File: src/rtl/sparc_control_unit_pkg.sv
// Shared encodings for the SPARC control unit: FSM states, forced ALU opcodes, error codes, IR fields.
// Latency: n/a (constants and types only); backpressure: n/a.
package sparc_ctrl_pkg;

    typedef enum logic [3:0] {
        S_RST0     = 4'd0,
        S_RST1     = 4'd1,
        S_FETCH0   = 4'd2,
        S_FETCH1   = 4'd3,
        S_DECODE   = 4'd4,
        S_EXEC_ALU = 4'd5,
        S_LD0      = 4'd6,
        S_LD1      = 4'd7,
        S_LD2      = 4'd8,
        S_ST0      = 4'd9,
        S_ST1      = 4'd10,
        S_ST2      = 4'd11,
        S_BRANCH   = 4'd12,
        S_PCUPD    = 4'd13,
        S_ERROR    = 4'd14
    } state_t;

    localparam logic [5:0] OP_ADD   = 6'h00;
    localparam logic [5:0] OP_PASSA = 6'h3D;
    localparam logic [5:0] OP_PASSB = 6'h3E;

    localparam logic [1:0] TYPE_WORD = 2'b10;

    localparam logic [1:0] ERR_NONE    = 2'b00;
    localparam logic [1:0] ERR_ILLEGAL = 2'b01;
    localparam logic [1:0] ERR_TIMEOUT = 2'b10;

    localparam logic [1:0] OP_BRANCH     = 2'b00;
    localparam logic [1:0] OP_ARITH      = 2'b10;
    localparam logic [1:0] OP_MEM        = 2'b11;
    localparam logic [2:0] OP2_BICC      = 3'b010;
    localparam logic [5:0] OP3_LD        = 6'h00;
    localparam logic [5:0] OP3_ST        = 6'h04;
    localparam logic [5:0] OP3_ALU_LIMIT = 6'h30;

    typedef struct packed {
        logic       IR_Ld;
        logic       MAR_Ld;
        logic       MDR_Ld;
        logic       PC_Ld;
        logic       NPC_Ld;
        logic       nPC_Clr;
        logic       FR_Ld;
        logic       RF_Load_Enable;
        logic       Register_Windows_Enable;
        logic       MOV;
        logic       RW;
        logic [1:0] Type;
        logic [1:0] MA;
        logic [1:0] MB;
        logic [1:0] MNP;
        logic [1:0] MP;
        logic [1:0] MSc;
        logic       MC;
        logic       MM;
        logic       MOP;
        logic       MSa;
        logic [5:0] OpXX;
        logic       Halt;
    } ctrl_t;

    function automatic logic is_mem_wait(state_t s);
        return (s == S_FETCH1) || (s == S_LD1) || (s == S_ST2);
    endfunction

endpackage

File: src/rtl/sparc_control_unit_if.sv
// Control-unit <-> datapath/RAM bundle: IR, RAM handshake, branch condition and all datapath strobes.
// Latency: wiring only; backpressure: RAM stalls the control unit by withholding MOC.
interface sparc_ctrl_if;
    logic [31:0] IR;
    logic        MOC;
    logic        BCOND;

    logic        IR_Ld;
    logic        MAR_Ld;
    logic        MDR_Ld;
    logic        PC_Ld;
    logic        NPC_Ld;
    logic        nPC_Clr;
    logic        FR_Ld;
    logic        RF_Load_Enable;
    logic        Register_Windows_Enable;
    logic        MOV;
    logic        RW;
    logic [1:0]  Type;
    logic [1:0]  MA;
    logic [1:0]  MB;
    logic [1:0]  MNP;
    logic [1:0]  MP;
    logic [1:0]  MSc;
    logic        MC;
    logic        MM;
    logic        MOP;
    logic        MSa;
    logic [5:0]  OpXX;
    logic        Halt;
    logic [1:0]  Err_Code;

    modport master (
        input  IR, MOC, BCOND,
        output IR_Ld, MAR_Ld, MDR_Ld, PC_Ld, NPC_Ld, nPC_Clr, FR_Ld,
               RF_Load_Enable, Register_Windows_Enable, MOV, RW, Type,
               MA, MB, MNP, MP, MSc, MC, MM, MOP, MSa, OpXX, Halt, Err_Code
    );

    modport slave (
        output IR, MOC, BCOND,
        input  IR_Ld, MAR_Ld, MDR_Ld, PC_Ld, NPC_Ld, nPC_Clr, FR_Ld,
               RF_Load_Enable, Register_Windows_Enable, MOV, RW, Type,
               MA, MB, MNP, MP, MSc, MC, MM, MOP, MSa, OpXX, Halt, Err_Code
    );
endinterface

File: src/rtl/sparc_control_unit_moc_timeout_counter.sv
// Counts consecutive wait cycles without MOC; flags the cycle whose increment would reach LIMIT.
// Latency: o_expired is combinational on the current count; backpressure: none.
module moc_timeout_counter #(
    parameter int LIMIT = 16
) (
    input  logic Clk,
    input  logic Clr_n,
    input  logic i_clr,
    input  logic i_en,
    output logic o_expired
);
    localparam int W = $clog2(LIMIT + 1);
    localparam logic [W-1:0] CNT_LAST = W'(LIMIT - 1);
    localparam logic [W-1:0] CNT_MAX  = W'(LIMIT);

    logic [W-1:0] r_cnt;

    always_ff @(posedge Clk or negedge Clr_n) begin
        if (!Clr_n) begin
            r_cnt <= '0;
        end else if (i_clr) begin
            r_cnt <= '0;
        end else if (i_en && (r_cnt != CNT_MAX)) begin
            r_cnt <= r_cnt + 1'b1;
        end
    end

    assign o_expired = i_en && (r_cnt == CNT_LAST);
endmodule

File: src/rtl/sparc_control_unit.sv
// Hard-wired fetch/decode/execute sequencer driving every SPARC datapath strobe and mux select.
// Latency: ALU/Bicc 5 cycles, LD/ST 7 with MOC on the first wait cycle; backpressure: waits on MOC, errors after MOC_TIMEOUT.
module sparc_control_unit
    import sparc_ctrl_pkg::*;
#(
    parameter int MOC_TIMEOUT = 16
) (
    input logic          Clk,
    input logic          Clr_n,
    sparc_ctrl_if.master bus
);
    state_t     r_state;
    state_t     w_next;
    logic [1:0] r_err;
    logic [1:0] w_err_next;
    logic       r_br_taken;
    ctrl_t      w_ctl;

    logic [1:0] w_op;
    logic [2:0] w_op2;
    logic [5:0] w_op3;
    logic [1:0] w_opb_sel;
    logic       w_in_wait;
    logic       w_expired;
    logic       w_unused_ir;

    assign w_op        = bus.IR[31:30];
    assign w_op2       = bus.IR[24:22];
    assign w_op3       = bus.IR[24:19];
    assign w_opb_sel   = {1'b0, bus.IR[13]};
    assign w_in_wait   = is_mem_wait(r_state);
    assign w_unused_ir = ^{bus.IR[29:25], bus.IR[18:14], bus.IR[12:0]};

    moc_timeout_counter #(
        .LIMIT (MOC_TIMEOUT)
    ) u_moc_tmo (
        .Clk       (Clk),
        .Clr_n     (Clr_n),
        .i_clr     (!w_in_wait),
        .i_en      (w_in_wait && !bus.MOC),
        .o_expired (w_expired)
    );

    always_ff @(posedge Clk or negedge Clr_n) begin
        if (!Clr_n) begin
            r_state    <= S_RST0;
            r_err      <= ERR_NONE;
            r_br_taken <= 1'b0;
        end else begin
            r_state    <= w_next;
            r_err      <= w_err_next;
            // Only meaningful in the PCUPD that directly follows BRANCH.
            r_br_taken <= (r_state == S_BRANCH) && bus.BCOND;
        end
    end

    always_comb begin
        w_next     = r_state;
        w_err_next = r_err;
        w_ctl      = '0;
        w_ctl.Type = TYPE_WORD;

        case (r_state)
            S_RST0: begin
                w_ctl.nPC_Clr = 1'b1;
                w_ctl.PC_Ld   = 1'b1;
                w_ctl.MP      = 2'd0;
                w_next        = S_RST1;
            end
            S_RST1: begin
                w_ctl.NPC_Ld = 1'b1;
                w_ctl.MNP    = 2'd3;
                w_next       = S_FETCH0;
            end
            S_FETCH0: begin
                w_ctl.MC     = 1'b0;
                w_ctl.MB     = 2'd2;
                w_ctl.MOP    = 1'b1;
                w_ctl.OpXX   = OP_PASSB;
                w_ctl.MAR_Ld = 1'b1;
                w_next       = S_FETCH1;
            end
            S_FETCH1: begin
                w_ctl.MOV   = 1'b1;
                w_ctl.RW    = 1'b1;
                w_ctl.IR_Ld = bus.MOC;
                if (bus.MOC) begin
                    w_next = S_DECODE;
                end else if (w_expired) begin
                    w_next     = S_ERROR;
                    w_err_next = ERR_TIMEOUT;
                end
            end
            S_DECODE: begin
                if (w_op == OP_ARITH && w_op3 < OP3_ALU_LIMIT) begin
                    w_next = S_EXEC_ALU;
                end else if (w_op == OP_MEM && w_op3 == OP3_LD) begin
                    w_next = S_LD0;
                end else if (w_op == OP_MEM && w_op3 == OP3_ST) begin
                    w_next = S_ST0;
                end else if (w_op == OP_BRANCH && w_op2 == OP2_BICC) begin
                    w_next = S_BRANCH;
                end else begin
                    w_next     = S_ERROR;
                    w_err_next = ERR_ILLEGAL;
                end
            end
            S_EXEC_ALU: begin
                w_ctl.MB             = w_opb_sel;
                w_ctl.RF_Load_Enable = 1'b1;
                w_ctl.FR_Ld          = bus.IR[23];
                w_next               = S_PCUPD;
            end
            S_LD0, S_ST0: begin
                w_ctl.MB     = w_opb_sel;
                w_ctl.MOP    = 1'b1;
                w_ctl.OpXX   = OP_ADD;
                w_ctl.MAR_Ld = 1'b1;
                w_next       = (r_state == S_LD0) ? S_LD1 : S_ST1;
            end
            S_LD1: begin
                w_ctl.MOV    = 1'b1;
                w_ctl.RW     = 1'b1;
                w_ctl.MM     = 1'b0;
                w_ctl.MDR_Ld = bus.MOC;
                if (bus.MOC) begin
                    w_next = S_LD2;
                end else if (w_expired) begin
                    w_next     = S_ERROR;
                    w_err_next = ERR_TIMEOUT;
                end
            end
            S_LD2: begin
                w_ctl.MB             = 2'd3;
                w_ctl.MOP            = 1'b1;
                w_ctl.OpXX           = OP_PASSB;
                w_ctl.RF_Load_Enable = 1'b1;
                w_next               = S_PCUPD;
            end
            S_ST1: begin
                w_ctl.MSa    = 1'b1;
                w_ctl.MA     = 2'd0;
                w_ctl.MOP    = 1'b1;
                w_ctl.OpXX   = OP_PASSA;
                w_ctl.MM     = 1'b1;
                w_ctl.MDR_Ld = 1'b1;
                w_next       = S_ST2;
            end
            S_ST2: begin
                w_ctl.MOV = 1'b1;
                w_ctl.RW  = 1'b0;
                if (bus.MOC) begin
                    w_next = S_PCUPD;
                end else if (w_expired) begin
                    w_next     = S_ERROR;
                    w_err_next = ERR_TIMEOUT;
                end
            end
            S_BRANCH: begin
                w_ctl.MNP    = 2'd2;
                w_ctl.NPC_Ld = bus.BCOND;
                w_next       = S_PCUPD;
            end
            S_PCUPD: begin
                w_ctl.MP     = 2'd3;
                w_ctl.PC_Ld  = 1'b1;
                w_ctl.MNP    = 2'd3;
                w_ctl.NPC_Ld = !r_br_taken;
                w_next       = S_FETCH0;
            end
            S_ERROR: begin
                w_ctl.Halt = 1'b1;
            end
            default: begin
                w_next = S_ERROR;
            end
        endcase
    end

    assign bus.IR_Ld                   = w_ctl.IR_Ld;
    assign bus.MAR_Ld                  = w_ctl.MAR_Ld;
    assign bus.MDR_Ld                  = w_ctl.MDR_Ld;
    assign bus.PC_Ld                   = w_ctl.PC_Ld;
    assign bus.NPC_Ld                  = w_ctl.NPC_Ld;
    assign bus.nPC_Clr                 = w_ctl.nPC_Clr;
    assign bus.FR_Ld                   = w_ctl.FR_Ld;
    assign bus.RF_Load_Enable          = w_ctl.RF_Load_Enable;
    assign bus.Register_Windows_Enable = w_ctl.Register_Windows_Enable;
    assign bus.MOV                     = w_ctl.MOV;
    assign bus.RW                      = w_ctl.RW;
    assign bus.Type                    = w_ctl.Type;
    assign bus.MA                      = w_ctl.MA;
    assign bus.MB                      = w_ctl.MB;
    assign bus.MNP                     = w_ctl.MNP;
    assign bus.MP                      = w_ctl.MP;
    assign bus.MSc                     = w_ctl.MSc;
    assign bus.MC                      = w_ctl.MC;
    assign bus.MM                      = w_ctl.MM;
    assign bus.MOP                     = w_ctl.MOP;
    assign bus.MSa                     = w_ctl.MSa;
    assign bus.OpXX                    = w_ctl.OpXX;
    assign bus.Halt                    = w_ctl.Halt;
    assign bus.Err_Code                = r_err;
endmodule

File: src/flat_wrapper.sv
// flat-port wrapper written by rule: the top's interface ports become plain ports
module sparc_control_unit_flat import sparc_ctrl_pkg::*;
#(
    parameter int MOC_TIMEOUT = 16
)
  (Clk, Clr_n, bus_IR, bus_MOC, bus_BCOND, bus_IR_Ld, bus_MAR_Ld, bus_MDR_Ld, bus_PC_Ld, bus_NPC_Ld, bus_nPC_Clr, bus_FR_Ld, bus_RF_Load_Enable, bus_Register_Windows_Enable, bus_MOV, bus_RW, bus_Type, bus_MA, bus_MB, bus_MNP, bus_MP, bus_MSc, bus_MC, bus_MM, bus_MOP, bus_MSa, bus_OpXX, bus_Halt, bus_Err_Code);
  sparc_ctrl_if bus_i ();
  input logic Clk;
  input logic Clr_n;
  input wire logic [$bits(bus_i.IR)-1:0] bus_IR;
  input wire logic [$bits(bus_i.MOC)-1:0] bus_MOC;
  input wire logic [$bits(bus_i.BCOND)-1:0] bus_BCOND;
  output wire logic [$bits(bus_i.IR_Ld)-1:0] bus_IR_Ld;
  output wire logic [$bits(bus_i.MAR_Ld)-1:0] bus_MAR_Ld;
  output wire logic [$bits(bus_i.MDR_Ld)-1:0] bus_MDR_Ld;
  output wire logic [$bits(bus_i.PC_Ld)-1:0] bus_PC_Ld;
  output wire logic [$bits(bus_i.NPC_Ld)-1:0] bus_NPC_Ld;
  output wire logic [$bits(bus_i.nPC_Clr)-1:0] bus_nPC_Clr;
  output wire logic [$bits(bus_i.FR_Ld)-1:0] bus_FR_Ld;
  output wire logic [$bits(bus_i.RF_Load_Enable)-1:0] bus_RF_Load_Enable;
  output wire logic [$bits(bus_i.Register_Windows_Enable)-1:0] bus_Register_Windows_Enable;
  output wire logic [$bits(bus_i.MOV)-1:0] bus_MOV;
  output wire logic [$bits(bus_i.RW)-1:0] bus_RW;
  output wire logic [$bits(bus_i.Type)-1:0] bus_Type;
  output wire logic [$bits(bus_i.MA)-1:0] bus_MA;
  output wire logic [$bits(bus_i.MB)-1:0] bus_MB;
  output wire logic [$bits(bus_i.MNP)-1:0] bus_MNP;
  output wire logic [$bits(bus_i.MP)-1:0] bus_MP;
  output wire logic [$bits(bus_i.MSc)-1:0] bus_MSc;
  output wire logic [$bits(bus_i.MC)-1:0] bus_MC;
  output wire logic [$bits(bus_i.MM)-1:0] bus_MM;
  output wire logic [$bits(bus_i.MOP)-1:0] bus_MOP;
  output wire logic [$bits(bus_i.MSa)-1:0] bus_MSa;
  output wire logic [$bits(bus_i.OpXX)-1:0] bus_OpXX;
  output wire logic [$bits(bus_i.Halt)-1:0] bus_Halt;
  output wire logic [$bits(bus_i.Err_Code)-1:0] bus_Err_Code;
  assign bus_i.IR = bus_IR;
  assign bus_i.MOC = bus_MOC;
  assign bus_i.BCOND = bus_BCOND;
  assign bus_IR_Ld = bus_i.IR_Ld;
  assign bus_MAR_Ld = bus_i.MAR_Ld;
  assign bus_MDR_Ld = bus_i.MDR_Ld;
  assign bus_PC_Ld = bus_i.PC_Ld;
  assign bus_NPC_Ld = bus_i.NPC_Ld;
  assign bus_nPC_Clr = bus_i.nPC_Clr;
  assign bus_FR_Ld = bus_i.FR_Ld;
  assign bus_RF_Load_Enable = bus_i.RF_Load_Enable;
  assign bus_Register_Windows_Enable = bus_i.Register_Windows_Enable;
  assign bus_MOV = bus_i.MOV;
  assign bus_RW = bus_i.RW;
  assign bus_Type = bus_i.Type;
  assign bus_MA = bus_i.MA;
  assign bus_MB = bus_i.MB;
  assign bus_MNP = bus_i.MNP;
  assign bus_MP = bus_i.MP;
  assign bus_MSc = bus_i.MSc;
  assign bus_MC = bus_i.MC;
  assign bus_MM = bus_i.MM;
  assign bus_MOP = bus_i.MOP;
  assign bus_MSa = bus_i.MSa;
  assign bus_OpXX = bus_i.OpXX;
  assign bus_Halt = bus_i.Halt;
  assign bus_Err_Code = bus_i.Err_Code;
  sparc_control_unit #(.MOC_TIMEOUT(MOC_TIMEOUT)) u_core (.Clk(Clk), .Clr_n(Clr_n), .bus(bus_i));
endmodule
File: config.mk
export PLATFORM = sky130hd
export DESIGN_NAME = sparc_control_unit_flat
export DESIGN_NICKNAME = d
export VERILOG_FILES = /design/src/rtl/sparc_control_unit_pkg.sv /design/src/rtl/sparc_control_unit_if.sv /design/src/rtl/sparc_control_unit_moc_timeout_counter.sv /design/src/rtl/sparc_control_unit.sv /design/src/flat_wrapper.sv
export SDC_FILE = /design/constraint.sdc
export NUM_CORES = 1
export LEC_CHECK = 0
export CORE_MARGIN = 10
export CORE_UTILIZATION = 33
export DETAILED_ROUTE_END_ITERATION = 6
export PLACE_DENSITY_LB_ADDON = 0.1
export SLEW_MARGIN = 20
export SYNTH_ARGS = -nofsm -noshare
export SYNTH_HDL_FRONTEND = slang
export SYNTH_SLANG_ARGS = --single-unit
File: constraint.sdc
create_clock -name Clk -period 1.8 [get_ports Clk]
set_input_delay 0.18 -clock Clk [delete_from_list [all_inputs] [get_ports Clk]]
set_output_delay 0.18 -clock Clk [all_outputs]
set_load 0.1 [all_outputs]
==> results.md <==
- Post-synth EDFFs: 0
- Period utilisation layout: 0.9912
- CP Max Fanout: 5
- Antenna-violating nets left: 0
- Ys Warns: 0
- Non-Filler Instances: 247
- Sink Count: 12
- Relative slew slack: 0.6194
- Final core utilization: 0.6847
- Ranking of synthesized cells by area: dfrtp_1 28%, buf_4 9.6%, nor2_1 6.9%
- Yosys top cell by area: dfrtp_1
- WS Path Type: reg2out
- Width of the die: 77.50 um
- Io pins: 72
- Area of the core: 0.003103 sq mm
- Largest net degree at the start of global routing: 13
- Initial antenna violation count: 0
- Unrepaired setup endpoints after global routing: true
- Post-route setup TNS: 0 ns
- Top cell type's share of synthesized area: 0.2752
- First-pass GRT wire length: 5520 um
- Share of layout cells above drive strength 1: 0.4631
- Htree depth: 1
- Length in cells of the worst reg-to-reg path: 7
- Final hold viol count: 0
- Placer Congestion: 0.8594
- Count leader, synth: nor2_1
- Inst Count DP: 229
- CTS tree: done
- Final setup viols: 0
- DRC viols: 0
- # rows: 20
- IO Port Bufs: 40
- Worst Hold Class: in2async
- Most used DFF post-synth: dfrtp_1
- Area growth from synthesis to final layout: 94.73%
- Setup Skew: 0.001120 ns
- Max cap viols: 0
- #FFs+latches synth: 12
- Vias per cell: 4.802
- Startpoint types: flip-flop
- WL/cell: 13.50 um
- Final wirelength: 3335 um
- Worst-skew pair later-pin latency: 0.28 ns
- Max Slew Vio Count: 0
- Initial Util: 0.3516
- Drt first pass iters: 4
- Least-Margin Pin Slew: 0.5691 ns
- Tmin final: 1.784 ns
- Most frequent cells after synthesis: 20 x nor2_1, 14 x buf_4, 12 x dfrtp_1, 12 x nand2_1, 10 x a21oi_1
- Mapped cell area: 0.001091 sq mm
- Die area: 0.006006 sq mm
- Vias in the first global route: 1206
- Gr usage total: 0.1090
- Root buf cell: clkbuf_4
- HPWL Detailed: 2655 um
- CP Data Arrival Time: 1.60 ns
- Syn Area/Cell: 7.274 sq um
- DIE HEIGHT: 77.50 um
- Cts bufs inserted: 3
- WP data required: 1.62 ns
- Ant. Diodes: 0
- Fmax: 560.5 MHz
- CTS Buffer Depth: 2
- Crit. End Element: primary output
- Fin nets: 243
- Clock slew at reported path FFs: 0.09 ns
- Seq/Total Area, Yosys: 0.2752
- Final WS setup: 0.01588 ns
- Synth Instances: 150
- Post-synthesis cell type count: 39
- Pre-CTS setup slack: 0.1611 ns
- Async S/R FF share, synth: 1.000
- Outcome: finished, final reports clean
- Grt ovf: 0
- Iter 0 DRT Violations: 45
- Vias: 1186
## registers in the layout (all words and copies together) (netlist names)
name and flops:
u_core.u_moc_tmo.r_cnt 5, u_core.r_state 4, u_core.bus.Err_Code 2, u_core.r_br_taken 1
## critical path, cell delays in order, from the launching register on
cell	delay, ns
dfrtp_2	0.47
nor2b_2	0.20
nand2_1	0.15
a21oi_1	0.18
o21bai_4	0.14
buf_12	0.18
## layout make-up
type | count | area [sq um]
Tap cell | 44 | 55.05
Fill cell | 259 | 978.4
Timing Repair Buffer | 65 | 867.1
Multi-Input combinational cell | 112 | 822.0
Clock buffer | 4 | 36.28
Inverter | 10 | 40.04
Sequential cell | 12 | 304.0
## timing repair
action | in CTS | in global routing
hold endpoints to repair | 0 | 0
resized for setup | 6 | 13
endpoints found under the setup margin | 11 | 10
setup buffers | 3 | 11
hold buffers | 0 | 0
pin swaps | 1 | 6
## logic make-up (layout without fill, tap and decap cells)
group                    count (synthesis)  count (layout)  share of synthesized area
buffers and inverters                   32              79                     0.1663
AND/OR/NAND/NOR                         62              62                     0.2856
AO/OA/AOI/OAI                           35              35                     0.1984
multiplexers                             1               1                   0.009175
adder cells (fa/ha/maj)                  3               3                    0.03441
XOR/XNOR                                 3               3                    0.02409
flip-flops                              12              12                     0.2752
other                                    2               8                   0.006883
## cell usage in the layout, fill, tap and decap left out, types with 2 or more instances in the layout
cell type	instances
a21oi_1	7
a21oi_4	2
a31oi_2	2
buf_12	27
buf_4	23
buf_6	3
clkbuf_4	3
clkdlybuf4s50_1	12
conb_1	8
dfrtp_1	9
dfrtp_2	3
ha_1	3
inv_1	8
nand2_1	11
nand2b_1	2
nand2b_4	3
nand3_1	2
nand3b_1	2
nand4_1	2
nor2_1	13
nor2_2	3
nor2_4	4
nor3_1	3
nor3_2	3
nor3_4	4
o211ai_1	3
o21ai_0	5
o21ai_1	5
or2_4	2
xnor2_1	2
## layer usage
layer  wire (um)  vias up  GRT usage
li1            -      589          -
met4          69        0    0.04015
met2        1714       39     0.1906
met3         199        8    0.03456
met1        1352      550     0.1207
met5           0        -          0
## stage by stage
step	hold WS (ns)	instance area [sq um]
global placement	0.4779	1918
CTS	0.2776	2008
finish	0.2542	2125
floorplan	-0.1156	1371
detailed placement	0.5037	1918
global route	0.2945	2125
## worst paths after layout
path	start	to	slack (ns)
max	u_core.r_state[3]	bus_MB[0]	0.02
min	Clr_n	u_core.u_moc_tmo.r_cnt[4]	0.25
max reg2reg	u_core.u_moc_tmo.r_cnt[0]	u_core.r_state[3]	0.19
min reg2reg	u_core.bus.Err_Code[1]	u_core.bus.Err_Code[1]	0.52
max in group asynchronous	Clr_n	u_core.r_state[0]	1.14
min in group Clk	bus_BCOND	u_core.r_br_taken	0.46
Power is not shown: default switching activity piles up to over one toggle a cycle in this logic, so the estimate is an artifact.
